## src/rtl/if_id_fifo.sv

```systemverilog
// if_id_fifo: instruction/PC queue between fetch and decode.
// Holds up to DEPTH {instruction, PC} entries with valid/ready handshakes on
// both sides. Decode sees the NOP bubble (and PC 0) whenever the queue is empty.
//
// Ports:
//   clk          clock, all state updates on the rising edge
//   rst          synchronous active-high reset
//   flush_i      discard all queued entries (branch/jump redirect)
//   in_valid_i   fetch offers inst_i/inst_addr_i
//   in_ready_o   queue can accept an entry this cycle (count < DEPTH)
//   inst_i       fetched instruction
//   inst_addr_i  PC of the fetched instruction
//   out_valid_o  head entry valid for decode (count != 0)
//   out_ready_i  decode consumes the head this cycle
//   inst_o       head instruction, or NOP when empty
//   inst_addr_o  head PC, or 0 when empty
//   count_o      number of occupied entries
module if_id_fifo #(
  parameter int unsigned        INST_W = 32,
  parameter int unsigned        ADDR_W = 32,
  parameter int unsigned        DEPTH  = 2,
  parameter logic [INST_W-1:0]  NOP    = 32'h00000013
) (
  input  logic                         clk,
  input  logic                         rst,
  input  logic                         flush_i,
  input  logic                         in_valid_i,
  output logic                         in_ready_o,
  input  logic [INST_W-1:0]            inst_i,
  input  logic [ADDR_W-1:0]            inst_addr_i,
  output logic                         out_valid_o,
  input  logic                         out_ready_i,
  output logic [INST_W-1:0]            inst_o,
  output logic [ADDR_W-1:0]            inst_addr_o,
  output logic [$clog2(DEPTH+1)-1:0]   count_o
);

  localparam int unsigned PTR_W = $clog2(DEPTH);
  localparam int unsigned CNT_W = $clog2(DEPTH + 1);

  logic [INST_W-1:0] inst_mem [DEPTH];
  logic [ADDR_W-1:0] addr_mem [DEPTH];

  logic [PTR_W-1:0] wr_ptr;
  logic [PTR_W-1:0] rd_ptr;
  logic [CNT_W-1:0] count;

  logic push;
  logic pop;

  // Both handshake flags come from registered count only, so there is no
  // combinational path between the upstream and downstream sides.
  assign in_ready_o  = (count < CNT_W'(DEPTH));
  assign out_valid_o = (count != '0);
  assign count_o     = count;

  assign push = in_valid_i & in_ready_o;
  assign pop  = out_valid_o & out_ready_i;

  // DEPTH is a power of two, so natural pointer overflow is the modulo wrap.
  always_ff @(posedge clk) begin
    if (rst || flush_i) begin
      wr_ptr <= '0;
      rd_ptr <= '0;
      count  <= '0;
    end else begin
      if (push) wr_ptr <= wr_ptr + PTR_W'(1);
      if (pop)  rd_ptr <= rd_ptr + PTR_W'(1);
      case ({push, pop})
        2'b10:   count <= count + CNT_W'(1);
        2'b01:   count <= count - CNT_W'(1);
        default: count <= count;
      endcase
    end
  end

  // Storage carries no reset; entries beyond count are never presented.
  always_ff @(posedge clk) begin
    if (push && !flush_i && !rst) begin
      inst_mem[wr_ptr] <= inst_i;
      addr_mem[wr_ptr] <= inst_addr_i;
    end
  end

  always_comb begin
    inst_o      = NOP;
    inst_addr_o = '0;
    if (out_valid_o) begin
      inst_o      = inst_mem[rd_ptr];
      inst_addr_o = addr_mem[rd_ptr];
    end
  end

endmodule

```

## config.mk

```make
export PLATFORM = sky130hd
export DESIGN_NAME = if_id_fifo
export DESIGN_NICKNAME = d
export VERILOG_FILES = /design/src/rtl/if_id_fifo.sv
export SDC_FILE = /design/constraint.sdc
export NUM_CORES = 1
export LEC_CHECK = 0
export CAP_MARGIN = 0
export CORE_MARGIN = 2
export CORE_UTILIZATION = 40
export DETAILED_ROUTE_END_ITERATION = 10
export MAX_ROUTING_LAYER = met4
export PLACE_DENSITY_LB_ADDON = 0.12
export SYNTH_ARGS = -nofsm -noshare
export SYNTH_HDL_FRONTEND = slang
export SYNTH_SLANG_ARGS = --single-unit
```

## constraint.sdc

```tcl
create_clock -name clk -period 27.2 [get_ports clk]
set_clock_uncertainty 0.15 [all_clocks]
set_input_delay 5.44 -clock clk [delete_from_list [all_inputs] [get_ports clk]]
set_output_delay 5.44 -clock clk [all_outputs]
set_load 0.005 [all_outputs]
```

## After elaboration in Yosys (flattened, before gate mapping)

Memories as Yosys holds them, arrays and structs flattened. A register that Yosys moved wholly into a read port is not among the register bits.
Index checks and enable logic that the tools add are counted.

- RAM bits: 128
- Memories kept: 2
- Flip-flop bits (word level): 4

- Bitwise operators: 2
- Muxes and demuxes: 9
- Eq/ne operators: 2
- Add/subtract/negate cells: 4
- Magnitude comparators: 1
- Reduce and logical (&&, ||, !) cells: 7

Memories:

| memory | words | width | read ports | clocked after memory_dff | wr ports | line | source |
|---|---|---|---|---|---|---|---|
| addr_mem | 2 | 32 | 1 | 1 | 1 | 42 | `logic [ADDR_W-1:0] addr_mem [DEPTH];` |
| inst_mem | 2 | 32 | 1 | 1 | 1 | 41 | `logic [INST_W-1:0] inst_mem [DEPTH];` |

Operators with widths:

| kind | number |
|---|---|
| $mux 32 | 2 |
| $mux 1 | 6 |
| $pmux 2 s2 | 1 |
| $reduce_bool 2->1 | 2 |
| $add 1x1->1 const B | 2 |
| $add 2x1->2 const B | 1 |
| $and 1x1->1 | 2 |
| $eq 2x1->1 const B | 1 |
| $eq 2x2->1 const B | 1 |
| $logic_and 1x1->1 | 2 |
| $logic_not 1->1 | 2 |
| $lt 2x2->1 const B | 1 |
| $sub 2x1->2 const B | 1 |
| $logic_or 1x1->1 | 1 |

## Depth between registers and ports, before layout

- Depth after elaboration: 6
- Gate-level depth with buffers: 6
- Gate-level depth less buffers: 6

## Worst setup path after synthesis

No wires, ideal clock.

- Path kind: input port to flip-flop
- From: in in_valid_i
- To: mem addr_mem[0][0], enable pin
- Setup slack: 14622 ps
- Required time: 26399 ps
- Library setup time: 651 ps
- Stages on the path: 3
- Data arrival time: 11777 ps
- Path through: nor2b_1 > inv_1 > nor4_1

- Cells in the longest elaborated chain, start to end: 5

RTL lines:

| what | line | source |
|---|---|---|
| from (decl) | 27 | `input logic in_valid_i,` |
| $and 1x1->1 | 57 | `assign push = in_valid_i & in_ready_o;` |
| $logic_and 1x1->1 (2 in series) | 79 | `if (push && !flush_i && !rst) begin` |
| $mux 1 | 79 |  |
| $mux 1 (not written as such) | 81 | `addr_mem[wr_ptr] <= inst_addr_i;` |
| to (decl) | 42 |  |

No other way between the ends.

==> results.sh <==
export IMPL_wirelength_um=9521
export IMPL_cts_root_buf="clkbuf_16"
export IMPL_yosysTopAreaCellShare_pct=76.30
export IMPL_vias=2838
export IMPL_wl_per_cell_um=15.28
export IMPL_worst_pin_slew_ps=1120
export IMPL_clkTransAtPathRegs_ps=50
export IMPL_min_path_type="reg -> reg"
export IMPL_avgSynthCellArea_um2=17.02
export IMPL_start_util_pct=41.42
export IMPL_cp_required_ps=21610
export IMPL_pin_count=137
export IMPL_ir_drop_mv=0.03269
export IMPL_track_usage_pct=14.97
export IMPL_hold_buffers=0
export IMPL_final_cells=623
export IMPL_post_cts_buffers=0
export IMPL_max_cap_violations=0
export IMPL_place_gp_congestion=0.7327
export IMPL_drt_iter0_markers=137
export IMPL_syn_nets=366
export IMPL_grt_pass1_vias=2934
export IMPL_cts_sinks=133
export IMPL_drcViolationCount=0
export IMPL_ant_nets=0
export IMPL_end_kind="output port"
export IMPL_status="completed"
export IMPL_yosys_area_top_type="edfxtp_1"
export IMPL_ys_types=18
export IMPL_syn_to_final_growth_pct=41.65
export IMPL_top_layer="met4"
export IMPL_tritoncts="done"
export IMPL_final_nets=512
export IMPL_ys_ff_latch=133
export IMPL_placeableCoreArea_mm2=0.01216
export IMPL_fmax_mhz=124.7
export IMPL_power_density_mw_per_mm2=67.29
export IMPL_grt_pass1_wl_um=14390
export IMPL_period_minus_slack_ps=8022
export IMPL_p_leak_nw=2.290
export IMPL_setup_viol=0
export IMPL_post_place_cells=591
export IMPL_yosysSeqAreaShare_pct=78.29
export IMPL_grt_overflow_total=0
export IMPL_cp_arrival_ps=2430
export IMPL_cp_max_fo=64
export IMPL_diodes=0
export IMPL_fp_dieH_um=116.2
export IMPL_ys_warn_count=0
export IMPL_antenna_found_initial=0
export IMPL_slew_headroom_pct=25.32
export IMPL_finalHoldViolations=0
export IMPL_post_dp_hpwl_um=5919
export IMPL_io_buffers=136
export IMPL_wl_met1_um=4099
export IMPL_fin_crit_sh_pct=29.49
export IMPL_placementRows=40
export IMPL_die_area_mm2=0.01351
export IMPL_drive_gt1_share_pct=7.033
export IMPL_synth_area_mm2=0.005037
export IMPL_slew_viol_final=0
export IMPL_worst_skew_pair_late_latency_ps=400
export IMPL_ys_top_cells_by_area="edfxtp_1, mux2i_1, nor2_1"
export IMPL_dr_pass1_iters=5
export IMPL_vias_per_cell=4.555
export IMPL_pre_cts_ws_ps=19340
export IMPL_cts_buffer_depth=2
export IMPL_fp_dieW_um=116.2
export IMPL_cts_resized=0
export IMPL_crit_type="reg -> out"
export IMPL_syn_inst=296
export IMPL_finalInstanceArea_mm2=0.007136
export IMPL_wl_met2_um=4680
export IMPL_placed_area_mm2=0.006578
export IMPL_cts_buffers=17
export IMPL_tns_ps=0
export IMPL_grt_max_degree=65
export IMPL_rsz0062_at_grt="false"
export IMPL_h_tree_depth=4
export IMPL_critPathLaunchType="register"
export IMPL_dr_wl_met3_um=554
export IMPL_setup_ws_ps=19180
## metrics by stage
stage / hold slack, ps / util [%] / total power [mW]
after floorplan: 370.0 / - / 0.2475
after global placement: 413.6 / 54.08 / 0.2715
after detailed placement: 413.5 / 54.08 / 0.2720
final: 431.4 / 58.67 / 0.4801
after global routing: 466.9 / 58.67 / 0.5000
after CTS: 429.2 / 58.67 / 0.4858
## worst max-delay path, stage by stage (launching register included)
cell             delay, ps
dfxtp_4               1080
mux2i_1                170
nor2_1                 220
clkdlybuf4s50_1        550
## state kept, by name, indices dropped and copies added, names as in the netlist, named ones only
| signal | flops |
|---|---|
| addr_mem | 64 |
| rd_ptr | 1 |
| wr_ptr | 1 |
| inst_mem | 64 |
| count_o | 2 |
## logic make-up after synthesis
kind of cell,count (synthesis),share of synthesized area [%]
AOI/OAI and AO/OA,3,0.3478
xor gates and xnor gates,4,0.6956
adders and majority gates,1,0.2483
buffers and inverters,17,1.888
DFF,133,78.29
muxes,64,12.72
and+or+nand+nor,74,5.813
## synth_stat cells, drive strengths merged
master	n
dfxtp	5
nand2	3
a21boi	1
xnor2	2
inv	4
o21ai	2
buf	13
and3	1
or3	1
mux2i	64
nor2	63
edfxtp	128
ha	1
nor2b	1
xor2	2
nor3	4
nor4	1
## per-layer routing
layer  up-vias  track usage [%]
li1       1388                -
met1      1346            17.90
met2        91            23.41
met3        13            4.930
met4         0            6.349
met5         -                -
## worst paths after layout
path	slack (ps)	to	startpoint	cells after the start
setup / recovery	19180	inst_addr_o[2]	register	3
hold reg to reg	430	wr_ptr	wr_ptr	2
setup reg to reg	24870	inst_mem[1][25]	count_o[1]	3
hold / removal	430	wr_ptr	wr_ptr	2
## final cells by class
cell class                      instances  area, um2
Fill cell                            1025       5026
Tap cell                              168      210.2
Clock buffer                           27      483.0
Timing Repair Buffer                  140       1391
Clock inverter                          5      75.07
Inverter                                4      15.01
Multi-Input combinational cell        146       1013
Sequential cell                       133       3948
## power breakdown
part / total (mW) / switching, mW / internal, mW
clock network: 0.213 / 0.0736 / 0.139
logic: 0.0356 / 0.0138 / 0.0219
registers: 0.232 / 0.00232 / 0.229
total: 0.480 / 0.0897 / 0.390
## layout by cell type (no fill, tap or decap)
| cell type | Yosys | layout |
|---|---|---|
| a21boi_1 | 1 | 1 |
| edfxtp_1 | 128 | 128 |
| nor2_1 | 63 | 62 |
| ha_1 | 1 | 1 |
| clkbuf_1 | 0 | 8 |
| dfxtp_1 | 5 | 4 |
| or3_1 | 1 | 1 |
| clkinv_2 | 0 | 3 |
| mux2i_1 | 64 | 64 |
| xor2_1 | 2 | 2 |
| clkbuf_8 | 0 | 2 |
| xnor2_1 | 2 | 2 |
| nor2_4 | 0 | 1 |
| nor3_1 | 4 | 4 |
| and3_2 | 0 | 1 |
| bufinv_16 | 0 | 2 |
| inv_1 | 4 | 4 |
| dfxtp_4 | 0 | 1 |
| o21ai_0 | 2 | 2 |
| clkdlybuf4s50_1 | 0 | 136 |
| nand2_1 | 3 | 3 |
| clkbuf_16 | 0 | 17 |
| buf_4 | 6 | 4 |
| nor2b_1 | 1 | 1 |
| nor4_2 | 0 | 1 |
Power figures use the tool's default switching activity.
